### src/rtl/uart_rx_fifo.sv
// uart_rx_fifo: 8N1 serial receiver feeding a valid/ready byte queue with error pulses.
// Define UART_RX_FIFO_EN for a FIFO_DEPTH-entry circular buffer; otherwise a single holding register.
module uart_rx_fifo #(
  parameter int CLKS_PER_BIT = 173,
  parameter int FIFO_DEPTH   = 4
) (
  input  logic       i_clk,
  input  logic       i_rst_n,
  input  logic       i_rx,
  output logic [7:0] o_data,
  output logic       o_valid,
  input  logic       i_ready,
  output logic       o_ferr,
  output logic       o_overrun,
  output logic       o_busy
);
  localparam int CW = $clog2(CLKS_PER_BIT);
  localparam logic [CW-1:0] HALF_END = CW'(CLKS_PER_BIT / 2 - 1);
  localparam logic [CW-1:0] BIT_END  = CW'(CLKS_PER_BIT - 1);

  typedef enum logic [2:0] {IDLE, START, DATA, STOP, BREAK} state_e;

  state_e        state_q, state_d;
  logic [1:0]    sync_q, sync_d;
  logic [CW-1:0] cnt_q, cnt_d;
  logic [2:0]    bit_q, bit_d;
  logic [7:0]    shift_q, shift_d;
  logic          busy_q, busy_d, ferr_q, ferr_d, ovr_q, ovr_d;
  logic          rx_s, push, pop;

  assign rx_s      = sync_q[1];
  assign o_ferr    = ferr_q;
  assign o_overrun = ovr_q;
  assign o_busy    = busy_q;

  always_comb begin
    sync_d  = {sync_q[0], i_rx};
    state_d = state_q;
    cnt_d   = cnt_q + 1'b1;
    bit_d   = bit_q;
    shift_d = shift_q;
    ferr_d  = 1'b0;
    push    = 1'b0;
    case (state_q)
      IDLE: begin
        cnt_d = '0;
        if (!rx_s) begin
          state_d = START;
          bit_d   = '0;
        end
      end
      START: if (cnt_q == HALF_END) begin
        cnt_d   = '0;
        state_d = rx_s ? IDLE : DATA;
      end
      DATA: if (cnt_q == BIT_END) begin
        cnt_d   = '0;
        shift_d = {rx_s, shift_q[7:1]};
        bit_d   = bit_q + 1'b1;
        state_d = (bit_q == 3'd7) ? STOP : DATA;
      end
      STOP: if (cnt_q == BIT_END) begin
        cnt_d   = '0;
        push    = rx_s;
        ferr_d  = !rx_s;
        state_d = rx_s ? IDLE : BREAK;
      end
      BREAK: begin
        cnt_d   = '0;
        state_d = rx_s ? IDLE : BREAK;
      end
      default: state_d = IDLE;
    endcase
    busy_d = state_d != IDLE;
  end

  always_ff @(posedge i_clk or negedge i_rst_n)
    if (!i_rst_n) begin
      state_q <= IDLE;
      sync_q  <= 2'b11;
      cnt_q   <= '0;
      bit_q   <= '0;
      shift_q <= '0;
      busy_q  <= 1'b0;
      ferr_q  <= 1'b0;
    end else begin
      state_q <= state_d;
      sync_q  <= sync_d;
      cnt_q   <= cnt_d;
      bit_q   <= bit_d;
      shift_q <= shift_d;
      busy_q  <= busy_d;
      ferr_q  <= ferr_d;
    end

`ifdef UART_RX_FIFO_EN
  localparam int AW = $clog2(FIFO_DEPTH);

  logic [7:0]  mem_q [FIFO_DEPTH];
  logic [7:0]  mem_d [FIFO_DEPTH];
  logic [AW:0] wp_q, wp_d, rp_q, rp_d;
  logic        full;

  assign full    = (wp_q[AW] != rp_q[AW]) && (wp_q[AW-1:0] == rp_q[AW-1:0]);
  assign o_valid = wp_q != rp_q;
  assign o_data  = mem_q[rp_q[AW-1:0]];

  // A pop in the push cycle frees the slot, so a full queue still accepts the byte.
  always_comb begin
    mem_d = mem_q;
    wp_d  = wp_q;
    rp_d  = rp_q;
    pop   = o_valid && i_ready;
    ovr_d = push && full && !pop;
    if (push && !ovr_d) begin
      mem_d[wp_q[AW-1:0]] = shift_q;
      wp_d = wp_q + 1'b1;
    end
    if (pop) rp_d = rp_q + 1'b1;
  end

  always_ff @(posedge i_clk or negedge i_rst_n)
    if (!i_rst_n) begin
      mem_q <= '{default: '0};
      wp_q  <= '0;
      rp_q  <= '0;
      ovr_q <= 1'b0;
    end else begin
      mem_q <= mem_d;
      wp_q  <= wp_d;
      rp_q  <= rp_d;
      ovr_q <= ovr_d;
    end
`else
  logic [7:0] data_q, data_d;
  logic       valid_q, valid_d;
  logic       unused_fifo_depth;

  assign unused_fifo_depth = |FIFO_DEPTH;
  assign o_valid = valid_q;
  assign o_data  = data_q;

  always_comb begin
    pop     = valid_q && i_ready;
    ovr_d   = push && valid_q && !pop;
    data_d  = (push && !ovr_d) ? shift_q : data_q;
    valid_d = (push && !ovr_d) || (valid_q && !pop);
  end

  always_ff @(posedge i_clk or negedge i_rst_n)
    if (!i_rst_n) begin
      data_q  <= '0;
      valid_q <= 1'b0;
      ovr_q   <= 1'b0;
    end else begin
      data_q  <= data_d;
      valid_q <= valid_d;
      ovr_q   <= ovr_d;
    end
`endif
endmodule

### config.mk
export PLATFORM = sky130hd
export DESIGN_NAME = uart_rx_fifo
export DESIGN_NICKNAME = d
export VERILOG_FILES = /design/src/rtl/uart_rx_fifo.sv
export SDC_FILE = /design/constraint.sdc
export NUM_CORES = 1
export LEC_CHECK = 0
export ABC_CLOCK_PERIOD_IN_PS = 2100
export CORE_AREA = 3 3 82 53
export CTS_CLUSTER_SIZE = 16
export DETAILED_ROUTE_END_ITERATION = 16
export DIE_AREA = 0 0 85 56
export GPL_TIMING_DRIVEN = 1
export HOLD_SLACK_MARGIN = 0.03
export RECOVER_POWER = 50
export SYNTH_ARGS = -nofsm -noshare
export SYNTH_HDL_FRONTEND = slang
export SYNTH_SLANG_ARGS = --single-unit
### constraint.sdc
create_clock -name i_clk -period 2.1 [get_ports i_clk]
set_input_delay 0.42 -clock i_clk [delete_from_list [all_inputs] [get_ports i_clk]]
set_output_delay 0.42 -clock i_clk [all_outputs]
set_load 0.01 [all_outputs]
==> metrics.txt, run 1 <==
outcome completed; Cells after Synth 128; diode count 0; area grow syn2layout 18.8%; vias in the first global route 1041; CP Class reg2reg; TritonRoute pass-1 iters 4; crit end category flip-flop; min-delay worst type reg2reg; nets 160; post-placement cell count 191; met3 Resource Use GR 4.88%; Die Ht 56 um; Final ANT Viol Nets 0; storage element area 903 um2; detailed placement HPWL 2000 um; Setup Skew 0.00730 ns; critical path arrival 2.12 ns; global routing's busiest layer met2; most frequent cells in the layout dfrtp_1 (34), mux2_2 (15), clkdlybuf4s50_1 (13); Net Count, Synth 137; Fin. Hold Viols 0; EDFF count, synth 0; synth warn 0; commonest non-fill, non-tap cell in the layout dfrtp_1; Tmin final 1.94 ns; largest net degree at the start of global routing 37; post-CTS setup buffer count 0; WL per Instance 14.1 um; Sink Count 36; chip width 85 um; f_max 516 MHz; area of the multi-input gates 669 um2; initial antenna violation count 0; Lkg Pwr 0.886 nW; final critical-path share of the clock period 92.3%; sequential area share after synthesis 56.1%; Slew HR 42.5%; overflow left after global routing 0; CTS tree yes; # hold bufs at CTS 0; core area 3640 um2; DRC errors left 0; IO Pins 16; max_cap viols 0; total number of vias 1026; Die Area 4760 um2; CTS Root Cell clkbuf_8; Worst Max-Slew Pin Slew 0.863 ns; vias per inst 5.16; fill count 308; unrepaired setup endpoints after global routing false; number of I/O port buffers 15; cts repair resizes 0; register bit total from synthesis 36; H-Tree Level Count 2; Max Root-Sink Buffers 2; GRT Total Usage 13.0%; ratio of cells with drive above 1 in the final layout 24.3%; Post-Route Setup TNS 0 ns; Reg2Reg Setup Slack 0.16 ns; Synth cell types 36; Layout Cells excl Fill 199; final wirelength 2810 um; Routability Congestion 0.784; met1 usage 17.6%; Initial Utilization 44.2%; PD cells 629 nW/um2; final setup vio count 0; CTS Buf Count 5; Async S/R FF share, synth 100%; Worst Path Required 2.28 ns; CP Max Fanout 8; Iter 0 DRT Violations 31; first-pass GRT wire length 4840 um; fin. max-slew vios 0; clk slew on worst S/H paths 0.08 ns; met2 Use GR 19.0%; number of core rows 17; clk_lat worst skew 0.29 ns; top_reg_cell synth dfrtp_1; VDD IR max 0.389 mV; synthesized area per cell 12.6 um2; Mapped Area 1610 um2; Worst setup SP type flip-flop
[final timing paths]
kind,from,to,cells past startpoint
max,cnt_q[1],o_data[5],7
min,sync_q[0],sync_q[1],0
max reg2reg,cnt_q[1],o_data[5],7
min reg2reg,sync_q[0],sync_q[1],0
max in group asynchronous,i_rst_n,cnt_q[5],2
min in group asynchronous,i_rst_n,bit_q[0],2
[per-layer routing]
metal,wire [um],vias up,share of wire [%]
met5,0,-,0
li1,-,491,-
met2,1270,13,45
met3,93,5,3.3
met1,1420,517,50
met4,31,0,1.1
[registers in the layout (all words and copies together) (netlist names)]
name,flops
o_data,8
cnt_q,8
state_q,3
o_overrun,1
sync_q,2
bit_q,3
o_busy,1
o_valid,1
shift_q,8
o_ferr,1
[synthesized netlist by cell type, types with 2 or more instances]
library cell  number  share of area (%)
a31oi_1            4                1.6
and3_1             3                1.2
dfrtp_1           34                 53
dfstp_2            2                3.3
ha_1               5                3.9
inv_1              4               0.93
mux2_2            15                 10
nand2_1            9                2.1
nand2b_1           2               0.78
nand3_1            6                1.9
nor2_1            11                2.6
nor3b_1            3                1.4
o21ai_0            3               0.93
xor2_1             5                2.7
[cell type report]
type | count | share of cell area (%)
Multi-Input combinational cell | 85 | 35.0
Tap cell | 47 | 3.08
Sequential cell | 36 | 47.3
Clock inverter | 3 | 0.982
Timing Repair Buffer | 19 | 9.29
Inverter | 4 | 0.785
Clock buffer | 5 | 3.60
[through the flow]
stage                     hold slack [ns]  total power (W)  utilization, %  area, um2  worst slack (ns)
final                               0.360          0.00120            52.6       1910             0.161
after CTS                           0.362          0.00122            52.6       1910             0.175
after global routing                0.366          0.00125            52.6       1910            0.0565
after floorplan                     0.124         0.000712               -       1610             0.366
after detailed placement            0.351         0.000733            50.2       1830             0.178
after global placement              0.347         0.000733            50.2       1830             0.273
[power by group]
part | leakage (nW) | total [W] | internal, W | switching (W)
combinational | 0.362 | 0.0000181 | 0.00000500 | 0.0000131
sequential | 0.476 | 0.000699 | 0.000696 | 0.00000253
clock | 0.0479 | 0.000486 | 0.000231 | 0.000255
total | 0.886 | 0.00120 | 0.000932 | 0.000270
[critical path: stages (launching register included)]
cell and delay (ns):
dfrtp_1 0.42, inv_1 0.11, ha_1 0.14, and4_1 0.34
nand4_2 0.18, nor2b_2 0.13, buf_4 0.17, mux2_2 0.35
[logic make-up (layout without fill, tap and decap cells)]
kind of cell | count (synthesis) | in the layout | share of synthesized area (%)
and+or+nand+nor | 48 | 48 | 17.8
DFF | 36 | 36 | 56.1
muxes | 17 | 17 | 11.8
AOI/OAI and AO/OA | 9 | 9 | 4.82
buffers and inverters | 7 | 31 | 2.25
xor gates and xnor gates | 6 | 6 | 3.27
adders and majority gates | 5 | 5 | 3.89
(Power assumes the default switching activity.)
==> run 2, diff against run 1 <==
PLACE_DENSITY = 0.64   (was unset)
==> metrics.txt, run 2 (same netlist as run 1, synthesis figures left out) <==
Worst R2R Path Depth 7; Place WS 0.179 ns; final setup vio count 0; VDD IR max 0.443 mV; chip width 85 um; post-CTS setup buffer count 0; most frequent cells in the layout dfrtp_1 (34), mux2_2 (15), clkdlybuf4s50_1 (13); area of the multi-input gates 669 um2; core area 3640 um2; Reg2Reg Setup Slack 0.18 ns; WHS Path Cells 0; Die Ht 56 um; Tmin final 1.92 ns; Die Area 4760 um2; unrepaired setup endpoints after global routing false; crit end category flip-flop; Post-Route Setup TNS 0 ns; nets 160; hold path start sync_q[0]; Fin. Hold Viols 0; largest net degree at the start of global routing 37; FF-to-FF Start cnt_q[1]; WL per Instance 13.2 um; outcome completed; Worst Max-Slew Pin Slew 0.861 ns; number of core rows 17; Lkg Pwr 0.886 nW; clk slew on worst S/H paths 0.07 ns; number of I/O port buffers 15; CTS Buf Count 5; vias in the first global route 988; Max Root-Sink Buffers 2; TritonRoute pass-1 iters 4; diode count 0; Worst setup SP type flip-flop; CP Class reg2reg; f_max 522 MHz; ratio of cells with drive above 1 in the final layout 24.3%; GRT Total Usage 12.6%; overflow left after global routing 0; Setup Skew 0.00953 ns; Sink Count 36; H-Tree Level Count 2; critical path arrival 2.09 ns; initial antenna violation count 0; Initial Utilization 44.2%; CTS Root Cell clkbuf_8; storage element area 903 um2; CP Max Fanout 8; Routability Congestion 0.753; cts repair resizes 0; vias per inst 5.03; PD cells 619 nW/um2; commonest non-fill, non-tap cell in the layout dfrtp_1; min-delay worst type reg2reg; Iter 0 DRT Violations 25; first-pass GRT wire length 4590 um; fin worst setup slack 0.182 ns; end of the worst register-to-register path o_data[5]; fill count 322; Slew HR 42.6%; Worst Path Required 2.27 ns; final wirelength 2640 um; detailed placement HPWL 1880 um; # hold bufs at CTS 0; area grow syn2layout 18.8%; fin. max-slew vios 0; Hold Path End sync_q[1]; final critical-path share of the clock period 91.3%; IO Pins 16; max_cap viols 0; clk_lat worst skew 0.29 ns; CTS tree yes; DRC errors left 0; total number of vias 1001; Final ANT Viol Nets 0
==> run 2: final cells by class <==
class,instances,area share (%)
clock inverter,3,0.982
tap,47,3.08
inverter,4,0.785
sequential,36,47.3
clock buffer,5,3.60
multi-input combinational,85,35.0
timing repair buffer,19,9.29
==> run 2: per-layer routing <==
layer | GRT usage (%) | vias up | part of all wire, %
met5 | 0 | - | 0
met4 | 6.77 | 0 | 2.4
met3 | 4.44 | 7 | 2.6
met2 | 17.8 | 13 | 46
met1 | 16.8 | 492 | 49
li1 | - | 489 | -
==> run 2: worst max-delay path: stages (launching register included) <==
cell and delay (ns):
dfrtp_1 0.43, inv_1 0.10, ha_1 0.13, and4_1 0.31, nand4_2 0.17, nor2b_2 0.14, buf_4 0.17, mux2_2 0.34
==> run 2: how the worst max path moves through the flow <==
stage	end	startpoint	slack, ns
floorplan	o_data[1]	cnt_q[0]	0.37
global placement	o_data[4]	cnt_q[0]	0.27
detailed placement	o_data[1]	cnt_q[1]	0.18
CTS	o_data[1]	cnt_q[0]	0.16
global route	o_data[7]	cnt_q[0]	0.05
finish	o_data[5]	cnt_q[1]	0.18
==> run 2: per-stage QoR <==
step	power, W	area [um2]	hold slack [ns]	std cells	utilization [%]
after floorplan	0.000712	1610	0.124	128	-
after global placement	0.000733	1830	0.346	191	50.2
after detailed placement	0.000733	1830	0.348	191	50.2
after CTS	0.00121	1910	0.359	199	52.6
after global routing	0.00125	1910	0.361	199	52.6
final	0.00118	1910	0.357	199	52.6
==> run 2: report_power, final <==
| group | internal, W | leakage (nW) | switching [W] |
|---|---|---|---|
| registers | 0.000697 | 0.476 | 0.00000262 |
| logic | 0.00000502 | 0.362 | 0.0000132 |
| clock network | 0.000230 | 0.0479 | 0.000236 |
